[config.mk]
export PLATFORM = sky130hd
export DESIGN_NAME = report_uart_tx
export DESIGN_NICKNAME = d
export VERILOG_FILES = /design/src/rtl/comms_pkg.sv /design/src/rtl/uart_tx_byte.sv /design/src/rtl/report_uart_tx.sv
export SDC_FILE = /design/constraint.sdc
export NUM_CORES = 1
export LEC_CHECK = 0
export BUFFER_PORTS_ARGS = -buffer_cell sky130_fd_sc_hd__buf_2
export CORE_UTILIZATION = 30
export CTS_CLUSTER_SIZE = 8
export DETAILED_ROUTE_END_ITERATION = 8
export GPL_ROUTABILITY_DRIVEN = 0
export SETUP_SLACK_MARGIN = 0.1
export SLEW_MARGIN = 25
export SYNTH_ARGS = -nofsm -noshare
export SYNTH_HDL_FRONTEND = slang
export SYNTH_SLANG_ARGS = --single-unit
[constraint.sdc]
create_clock -name clk -period 3.15 [get_ports clk]
set_clock_uncertainty 0.1 [all_clocks]
set_input_delay 0.63 -clock clk [delete_from_list [all_inputs] [get_ports clk]]
set_output_delay 0.63 -clock clk [all_outputs]
set_load 0.01 [all_outputs]
[src/rtl/comms_pkg.sv]
// Shared types and constants for the report packet / UART transmit path.
package comms_pkg;

  localparam int         PKT_LEN       = 4;
  localparam logic [7:0] DEF_SYNC_BYTE = 8'hA5;

  typedef enum logic [1:0] {IDLE, SEND, GAP, DONE} pkt_state_t;
  typedef enum logic [1:0] {U_IDLE, U_START, U_DATA, U_STOP} uart_state_t;

endpackage

[src/rtl/uart_tx_byte.sv]
// 8N1 byte serializer, LSB first; tx is registered and idles high.
module uart_tx_byte
  import comms_pkg::*;
#(
  parameter int CLKS_PER_BIT = 434
) (
  input  logic       clk,
  input  logic       rst,
  input  logic       byte_valid,
  input  logic [7:0] byte_data,
  output logic       byte_ready,
  output logic       byte_done,
  output logic       tx
);

  localparam int                CNT_W   = $clog2(CLKS_PER_BIT);
  localparam logic [CNT_W-1:0]  CNT_MAX = CNT_W'(CLKS_PER_BIT - 1);

  uart_state_t      state;
  logic [CNT_W-1:0] cnt;
  logic [2:0]       bit_idx;
  logic [7:0]       shreg;
  logic             bit_end;

  assign bit_end    = (cnt == '0);
  assign byte_ready = (state == U_IDLE);
  // Asserted during the last cycle of the stop bit so the next frame can
  // start after exactly one idle cycle.
  assign byte_done  = (state == U_STOP) && bit_end;

  always_ff @(posedge clk) begin
    if (rst) begin
      state   <= U_IDLE;
      cnt     <= '0;
      bit_idx <= '0;
      shreg   <= '0;
      tx      <= 1'b1;
    end else begin
      case (state)
        U_IDLE: begin
          if (byte_valid) begin
            state <= U_START;
            cnt   <= CNT_MAX;
            shreg <= byte_data;
            tx    <= 1'b0;
          end
        end
        U_START: begin
          if (bit_end) begin
            state   <= U_DATA;
            cnt     <= CNT_MAX;
            bit_idx <= '0;
            tx      <= shreg[0];
            shreg   <= shreg >> 1;
          end else begin
            cnt <= cnt - 1'b1;
          end
        end
        U_DATA: begin
          if (bit_end) begin
            cnt <= CNT_MAX;
            if (bit_idx == 3'd7) begin
              state <= U_STOP;
              tx    <= 1'b1;
            end else begin
              bit_idx <= bit_idx + 1'b1;
              tx      <= shreg[0];
              shreg   <= shreg >> 1;
            end
          end else begin
            cnt <= cnt - 1'b1;
          end
        end
        U_STOP: begin
          if (bit_end) begin
            state <= U_IDLE;
          end else begin
            cnt <= cnt - 1'b1;
          end
        end
        default: state <= U_IDLE;
      endcase
    end
  end

endmodule

[src/rtl/report_uart_tx.sv]
// Builds the 4-byte health report (sync, seq, health, checksum) and sends it
// over the UART byte serializer, handshaking with the mission FSM.
module report_uart_tx
  import comms_pkg::*;
#(
  parameter int         CLKS_PER_BIT = 434,
  parameter logic [7:0] SYNC_BYTE    = DEF_SYNC_BYTE
) (
  input  logic       clk,
  input  logic       rst,
  input  logic       data_valid,
  input  logic [1:0] health_in,
  output logic       data_ready,
  output logic       transmission_complete,
  output logic       busy,
  output logic [7:0] seq_out,
  output logic       tx
);

  pkt_state_t state;
  logic [1:0] byte_idx;
  logic [7:0] seq;
  logic [1:0] health;
  logic       byte_valid;
  logic       byte_ready;
  logic       byte_done;
  logic [7:0] byte_data;

  function automatic logic [7:0] pkt_checksum(input logic [7:0] s, input logic [1:0] h);
    return SYNC_BYTE + s + {6'b0, h};
  endfunction

  assign data_ready            = (state == IDLE);
  assign busy                  = (state != IDLE);
  assign transmission_complete = (state == DONE);
  assign seq_out               = seq;

  // A byte is launched from the first SEND cycle and from each GAP cycle;
  // byte_ready drops as soon as the serializer takes it.
  assign byte_valid = byte_ready && ((state == SEND) || (state == GAP));

  always_comb begin
    byte_data = SYNC_BYTE;
    case (byte_idx)
      2'd0:    byte_data = SYNC_BYTE;
      2'd1:    byte_data = seq;
      2'd2:    byte_data = {6'b0, health};
      default: byte_data = pkt_checksum(seq, health);
    endcase
  end

  always_ff @(posedge clk) begin
    if (rst) begin
      state    <= IDLE;
      byte_idx <= '0;
      seq      <= '0;
      health   <= '0;
    end else begin
      case (state)
        IDLE: begin
          if (data_valid) begin
            state    <= SEND;
            byte_idx <= '0;
            health   <= health_in;
          end
        end
        SEND: begin
          if (byte_done) begin
            if (byte_idx == 2'(PKT_LEN - 1)) begin
              state <= DONE;
            end else begin
              state    <= GAP;
              byte_idx <= byte_idx + 1'b1;
            end
          end
        end
        GAP:  state <= SEND;
        DONE: begin
          state <= IDLE;
          seq   <= seq + 8'd1;
        end
        default: state <= IDLE;
      endcase
    end
  end

  uart_tx_byte #(
    .CLKS_PER_BIT(CLKS_PER_BIT)
  ) u_ser (
    .clk       (clk),
    .rst       (rst),
    .byte_valid(byte_valid),
    .byte_data (byte_data),
    .byte_ready(byte_ready),
    .byte_done (byte_done),
    .tx        (tx)
  );

endmodule

* Word-level counts from Yosys, hierarchy flattened
Index checks and enable logic that the tools add are counted.
** Storage, ports and cells
- Bits in registers :: 37
- Input bits :: 5
- Output and inout port bits :: 12
- Word-level logic and storage cells :: 88
** Cells by class
- Add/sub/neg operators :: 6
- Equal/unequal tests :: 20
- Muxes and demuxes :: 33
- Reductions and logical operators :: 20
** Operators with widths (number)
- $pmux 8 s3 :: 2
- $mux 8 :: 4
- $mux 9 :: 3
- $pmux 9 s3 :: 1
- $mux 2 :: 10
- $pmux 2 s4 :: 2
- $eq 2x2->1 const B :: 6
- $ne 2x2->1 const B :: 6
- $reduce_and 4->1 :: 3
- $reduce_and 5->1 :: 2
- $logic_not 9->1 :: 1
- $mux 3 :: 3
- $sub 9x1->9 const B :: 1
- $add 8x1->8 const B :: 1
- $add 8x2->8 :: 1
- $add 8x8->8 const A :: 1
- $ne 2x1->1 const B :: 4
- $eq 2x1->1 const B :: 3
- $logic_not 2->1 :: 3
- $pmux 3 s2 :: 1
- $reduce_and 2->1 :: 3
- $reduce_bool 2->1 :: 3
- $mux 1 :: 5
- $pmux 2 s2 :: 1
- 8 further kinds :: 9

* Depth between registers and ports, before layout
Gate-level depths: netlist of the first run.
- Word-level depth :: 5
- Depth in mapped cells :: 9
- Depth with buffers taken out :: 9

* Modules after synthesis
A second synthesis of the first run with hierarchy kept.
** Unflattened totals
- Cell total of the unflattened synthesis :: 285
- Area, all modules :: 2513.7 um2
** Modules (own cells, without submodules)
- uart_tx_byte :: instances 1, cells an instance 153, area an instance 1447.6 um2, seq. area each 460.4 um2
- report_uart_tx :: instances 1, cells an instance 132, area an instance 1066.0 um2, seq. area each 280.3 um2

* Worst setup path after synthesis of the first run
No wires, ideal clock.
- Kind :: register to register
- From :: register u_ser.cnt[0]
- To :: register u_ser.shreg[7]
- Library setup time :: 0.084 ns
- Arrival :: 2.019 ns
- Required time :: 2.966 ns
- Setup slack :: 0.946 ns
- Cell stages (with the launch flop) :: 8
- Path buffers :: 0
- Clock period less this slack :: 2.204 ns
- Cell sequence :: dfxtp_1 > inv_1 > ha_1 > or3b_2 > nor3_4 > o211ai_4 > or4_4 > o31ai_2
** On the way
- Word-level cells in the longest chain between the ends :: 3
- Elaborated cells on any way between the ends :: 4
- Those cells by class :: eq/ne (2); reduce/logical (2)
** Ends and longest elaborated chain
- from (decl) :: line uart_tx_byte.sv:20 : logic [CNT_W-1:0] cnt;
- from (signal assigned) :: line uart_tx_byte.sv:56 : cnt <= cnt - 1'b1;
- from (signal assigned) :: line uart_tx_byte.sv:71 : cnt <= cnt - 1'b1;
- from (signal assigned) :: line uart_tx_byte.sv:78 : cnt <= cnt - 1'b1;
- $logic_not 9->1 * :: line uart_tx_byte.sv:25 : assign bit_end = (cnt == '0);
- $ne 2x1->1 (no source line)
- $reduce_and 5->1 (no source line) *
- to (signal assigned) :: line uart_tx_byte.sv:44 : shreg <= byte_data;
- to (signal assigned) :: line uart_tx_byte.sv:54 : shreg <= shreg >> 1;
- to (signal assigned) :: line uart_tx_byte.sv:68 : shreg <= shreg >> 1;
- to (decl) :: line uart_tx_byte.sv:22 : logic [7:0] shreg;
Mark *: on every way between the ends. The rest lies on a longest branch, timed or not.
A chain may end at the register's enable or synchronous reset.

* Worst setup path after layout of the first run
Ends and elaborated chain as after synthesis.

==> results of run 1 <==
==> flip-flops by register name, summed over array words and instances (netlist names) <==
| signal | count |
|---|---|
| seq_out | 8 |
| u_ser.shreg | 8 |
| u_ser.tx | 1 |
| health | 2 |
| u_ser.state | 2 |
| state | 2 |
| u_ser.bit_idx | 3 |
| byte_idx | 2 |
| u_ser.cnt | 9 |
==> cell families after synthesis <==
family | synth area share
XOR/XNOR | 0.0382
AND/OR/NAND/NOR | 0.249
flip-flops | 0.323
adder cells (fa/ha/maj) | 0.107
multiplexers | 0.0398
buffers and inverters | 0.0546
AO/OA/AOI/OAI | 0.188
==> stage by stage <==
| step | hold WS, ns | area, µm² | std cells |
|---|---|---|---|
| detailed placement | 0.363 | 2440 | 380 |
| CTS | 0.375 | 2520 | 388 |
| global placement | 0.345 | 2440 | 380 |
| global route | 0.402 | 2520 | 388 |
| finish | 0.371 | 2520 | 388 |
| floorplan | 0.337 | 2290 | 279 |
==> worst max-delay path, cell delays in order, from the launching register on <==
cell	delay (ns)
dfxtp_1	0.34
inv_1	0.08
ha_1	0.20
or3b_2	0.51
nor3_4	0.29
o211ai_4	0.21
or4_4	0.52
o31ai_2	0.17
==> cell usage in the layout, fill, tap and decap left out, types with 8 or more instances in the layout <==
cell type	n
inv_1	19
a211oi_1	9
nor2b_1	10
nor2_1	32
dfxtp_1	37
nand2_1	20
buf_2	16
a21oi_1	20
o21ai_0	11
ha_1	18
mux2i_1	8
==> final timing paths <==
check / to
worst min register to register: u_ser.bit_idx[0]
worst max-delay path: u_ser.shreg[7]
worst max register to register: u_ser.shreg[7]
worst min-delay path: u_ser.bit_idx[0]
==> power by group through the flow <==
stage          combinational [mW]  sequential (mW)  clock (mW)
2_1_floorplan               0.948            0.668           0
3_3_place_gp                 1.16            0.683           0
3_5_place_dp                 1.17            0.687           0
4_1_cts                      1.18            0.676       0.344
5_1_grt                      1.32            0.695       0.366
6_report                     1.17            0.676       0.334
==> final cells by class <==
type,instances,share of cell area
multi-input combinational,209,0.565
inverter,19,0.0282
clock inverter,2,0.00396
sequential,37,0.293
clock buffer,6,0.0287
timing repair buffer,16,0.0317
tap,99,0.0491
==> routing by layer <==
metal  vias to the layer above  track usage  part of all wire
li1                       1007            -                 -
met1                       924        0.171              0.49
met2                        19        0.215              0.47
met3                         7       0.0277             0.023
met4                         0       0.0390             0.014
met5                         -            0                 0
==> impl_metrics.tcl, run 1 <==
set metrics [dict create \
    grt_pass1_wl_mm 8.15 \
    rsz0062_at_grt "no" \
    drtIter0Drc 117 \
    multiInputGateArea_um2 1430 \
    wl_per_cell_um 12.4 \
    cts_resized 0 \
    drc 0 \
    path_class "reg2reg" \
    seqPwrFrac 0.310 \
    period_minus_slack_ns 2.50 \
    fin_tns_setup_ns 0 \
    grt.overflow.total 0 \
    finalWirelength_mm 4.80 \
    period_share 0.793 \
    vdd_drop_max_mv 0.252 \
    required_ns 3.27 \
    grt_pass1_vias 1755 \
    p_clk_frac 0.153 \
    die_w_um 89.4 \
    fmax_mhz 400 \
    root_buffer "clkbuf_8" \
    yosys.area.top_type_share 0.323 \
    p_sw_frac 0.442 \
    tritoncts "built" \
    nFillCells 766 \
    clk_latency_ns 0.30 \
    reg2reg_from "u_ser.cnt[0]" \
    yosysWarningCount 0 \
    cts_setup_buffers 0 \
    regToRegSetupSlack_ns 0.65 \
    power_leakage_nw 1.03 \
    clk_path_buf_depth 2 \
    via_per_inst 5.04 \
    fp-row-count 31 \
    cp-start-kind "register" \
    seq_area_um2 741 \
    vias 1957 \
    hold_viol 0 \
    htree_levels 2 \
    maxSlewViolCount 0 \
    antenna_found_initial 0 \
    power.density_nw_per_um2 863 \
    cts.sinks 37 \
    power_frac_comb 0.536 \
    path_clk_slew_ns 0.08 \
    crit_fanout 16 \
    syn_nets 303 \
    finalNetCount 312 \
    startpoint "u_ser.cnt[0]" \
    grt_max_degree 36 \
    power.internal_mw 1.22 \
    synth_area_um2 2290 \
    start_util 0.313 \
    arrival_ns 2.62 \
    ant_nets 0 \
    min_from "u_ser.bit_idx[0]" \
    core_area_um2 7330 \
    tightest_slew_ns 0.735 \
    num_io_pins 17 \
    diodes 0 \
    die_h_um 89.4 \
    die_area_um2 7990 \
    place_ws_ns 0.679 \
    hp-class "reg2reg" \
    finalWorstSetupSlack_ns 0.651 \
    async_flop_share 0 \
    maxCapViolations 0 \
    area_growth_pct 10.2 \
    synth_common_cells "37 x dfxtp_1, 32 x nor2_1, 20 x a21oi_1, 20 x nand2_1, 19 x inv_1" \
    outcome "complete, no violations" \
    synth_area_per_cell_um2 8.22 \
    synthTopCellsByArea "dfxtp_1 32%, ha_1 9.8%, nor2_1 5.2%, a21oi_1 4.4%, mux2i_1 3.5%" \
    postSynthCellCount 279 \
    grt_use_total 0.131 \
    numCtsBuffers 5 \
    min_path_cells 2 \
    synthFlopType "dfxtp_1" \
    finalPower_mw 2.18 \
    setup_viol 0 \
    ys_seq_area_frac 0.323 \
    synth-seq-cells 37 \
    firstDrtPassIters 4 \
    hpwlAfterDp_mm 3.42 \
    ys_types 49 \
    io_buffers 16 \
    synth.most_common_cell "dfxtp_1" \
    power.switching_mw 0.963 \
    yosysTopAreaCell "dfxtp_1" \
    holdBufCountCts 0 \
    utilization 0.344 \
    end_kind "register" \
    synth-edff-count 0 \
    relSlewSlack 0.508 \
    r2r.worst_path.cells 7 \
    layout-drive-gt1-share 0.111 \
]
No activity file was read; power rests on OpenSTA's default activity.
==> run 2: changes to the inputs <==
- clock period: 3.15 -> 2.5 ns (I/O delays scaled with it)
==> impl_metrics.tcl, run 2 (synthesized netlist as in run 1, its figures left out) <==
set metrics [dict create \
    outcome "complete, no violations" \
    hold_viol 0 \
    period_minus_slack_ns 2.25 \
    arrival_ns 2.37 \
    power_leakage_nw 1.08 \
    maxCapViolations 0 \
    tritoncts "built" \
    ant_nets 0 \
    dp_cells 388 \
    layoutNonFillerInstCount 396 \
    holdBufCountCts 0 \
    crit_buf_inv 1 \
    die_w_um 89.4 \
    numCtsBuffers 5 \
    fmax_mhz 445 \
    layout-drive-gt1-share 0.141 \
    regToRegSetupSlack_ns 0.25 \
    hpwlAfterDp_mm 3.74 \
    path_class "reg2reg" \
    hp-class "in2reg" \
    io_buffers 16 \
    area_growth_pct 13.7 \
    cp_slowest_cell "or3b_2" \
    startpoint "u_ser.cnt[0]" \
    start_util 0.313 \
    grt.overflow.total 0 \
    vdd_drop_max_mv 0.390 \
    root_buffer "clkbuf_8" \
    crit_fanout 4 \
    grt_use_total 0.138 \
    min_path_cells 3 \
    relSlewSlack 0.691 \
    hold_end "health[0]" \
    num_io_pins 17 \
    finalNetCount 321 \
    layout_common_cells "37 x dfxtp_1, 32 x nor2_1, 20 x nand2_1, 20 x a21oi_1, 19 x inv_1" \
    htree_levels 2 \
    end_kind "register" \
    wl_per_cell_um 12.7 \
    slowest_delay_ns 0.51 \
    min_from "health_in[0]" \
    cp_cell_sequence "inv_1 > ha_1 > or3b_2 > nor3_4 > o211ai_4 > or4_4 > o31ai_2" \
    clk_path_buf_depth 2 \
    final_common_cell "dfxtp_1" \
    fp-row-count 31 \
    vias 1983 \
    setup_viol 0 \
    postPlaceCellArea_um2 2500 \
    drc 0 \
    cp-start-kind "register" \
    antenna_found_initial 0 \
    core_area_um2 7330 \
    critPathTopFamily "simple AND/OR/NAND/NOR gates" \
    tightest_slew_ns 0.460 \
    finalWirelength_mm 5.01 \
    power.density_nw_per_um2 1100 \
    cts.sinks 37 \
    path_clk_slew_ns 0.08 \
    maxSlewViolCount 0 \
    reg2reg_from "u_ser.cnt[0]" \
    finalPower_mw 2.87 \
    die_h_um 89.4 \
    regMostFlops "u_ser.cnt" \
    grt_max_degree 24 \
    die_area_um2 7990 \
    via_per_inst 5.01 \
    grt_pass1_wl_mm 8.56 \
    r2r_end "u_ser.shreg[7]" \
    diodes 0 \
    rsz0062_at_grt "yes" \
    required_ns 2.62 \
    grt_pass1_vias 1843 \
    drtIter0Drc 91 \
    firstDrtPassIters 4 \
    period_share 0.899 \
    design_area_um2 2610 \
    r2r.worst_path.cells 7 \
    clk_latency_ns 0.30 \
    fin_tns_setup_ns 0 \
    largest_reg_flops 9 \
]
==> run 2: cell count changes in the layout (fill, tap and decap cells not counted), sizes merged <==
cell | before | now
buf | 16 | 25
clkinvlp | 0 | 1
clkinv | 2 | 0
==> run 2: layer usage <==
layer	up-vias	part of all wire	global-route usage
met2	27	0.47	0.229
met1	936	0.49	0.178
met4	0	0.010	0.0447
met5	-	0	0
met3	5	0.027	0.0305
li1	1015	-	-
==> run 2: what timing repair did <==
action	in CTS	in global routing
endpoints found under the hold margin	0	0
setup buffers	0	1
setup endpoints to repair	0	2
resized for setup	0	1
==> run 2: stage by stage <==
step           hold WS, ns  setup slack (ns)   util
2_1_floorplan        0.337             0.296      -
3_3_place_gp         0.345             0.309  0.341
3_5_place_dp         0.358             0.241  0.341
4_1_cts              0.345             0.214  0.354
5_1_grt              0.358            0.0859  0.356
6_report             0.346             0.253  0.356
==> run 2: worst max-delay path by stage <==
stage / slack, ns / cells after the start / to
finish: 0.25 / 7 / u_ser.shreg[7]
global route: 0.09 / 7 / u_ser.bit_idx[0]
CTS: 0.21 / 7 / u_ser.bit_idx[0]
detailed placement: 0.24 / 7 / u_ser.bit_idx[0]
global placement: 0.31 / 7 / u_ser.shreg[7]
floorplan: 0.30 / 7 / u_ser.shreg[7]
==> run 2: tightest hold or removal path, delay by kind of cell <==
| kind | cells | cell delay (ns) |
|---|---|---|
| buf+inv | 1 | 0.09 |
| simple gates | 1 | 0.05 |
| compound gates | 1 | 0.05 |
==> run 2: area by class of cell <==
class	instances	area (µm²)
Clock buffer	6	82.6
Timing Repair Buffer	25	148
Inverter	19	71.3
Fill cell	773	4720
Tap cell	99	124
Multi-Input combinational cell	209	1430
Clock inverter	1	7.51
Sequential cell	37	741
==> run 2: where the power goes <==
part | switching (mW) | internal (mW)
registers | 0.133 | 0.729
logic | 0.867 | 0.698
clock network | 0.223 | 0.218
total | 1.22 | 1.64
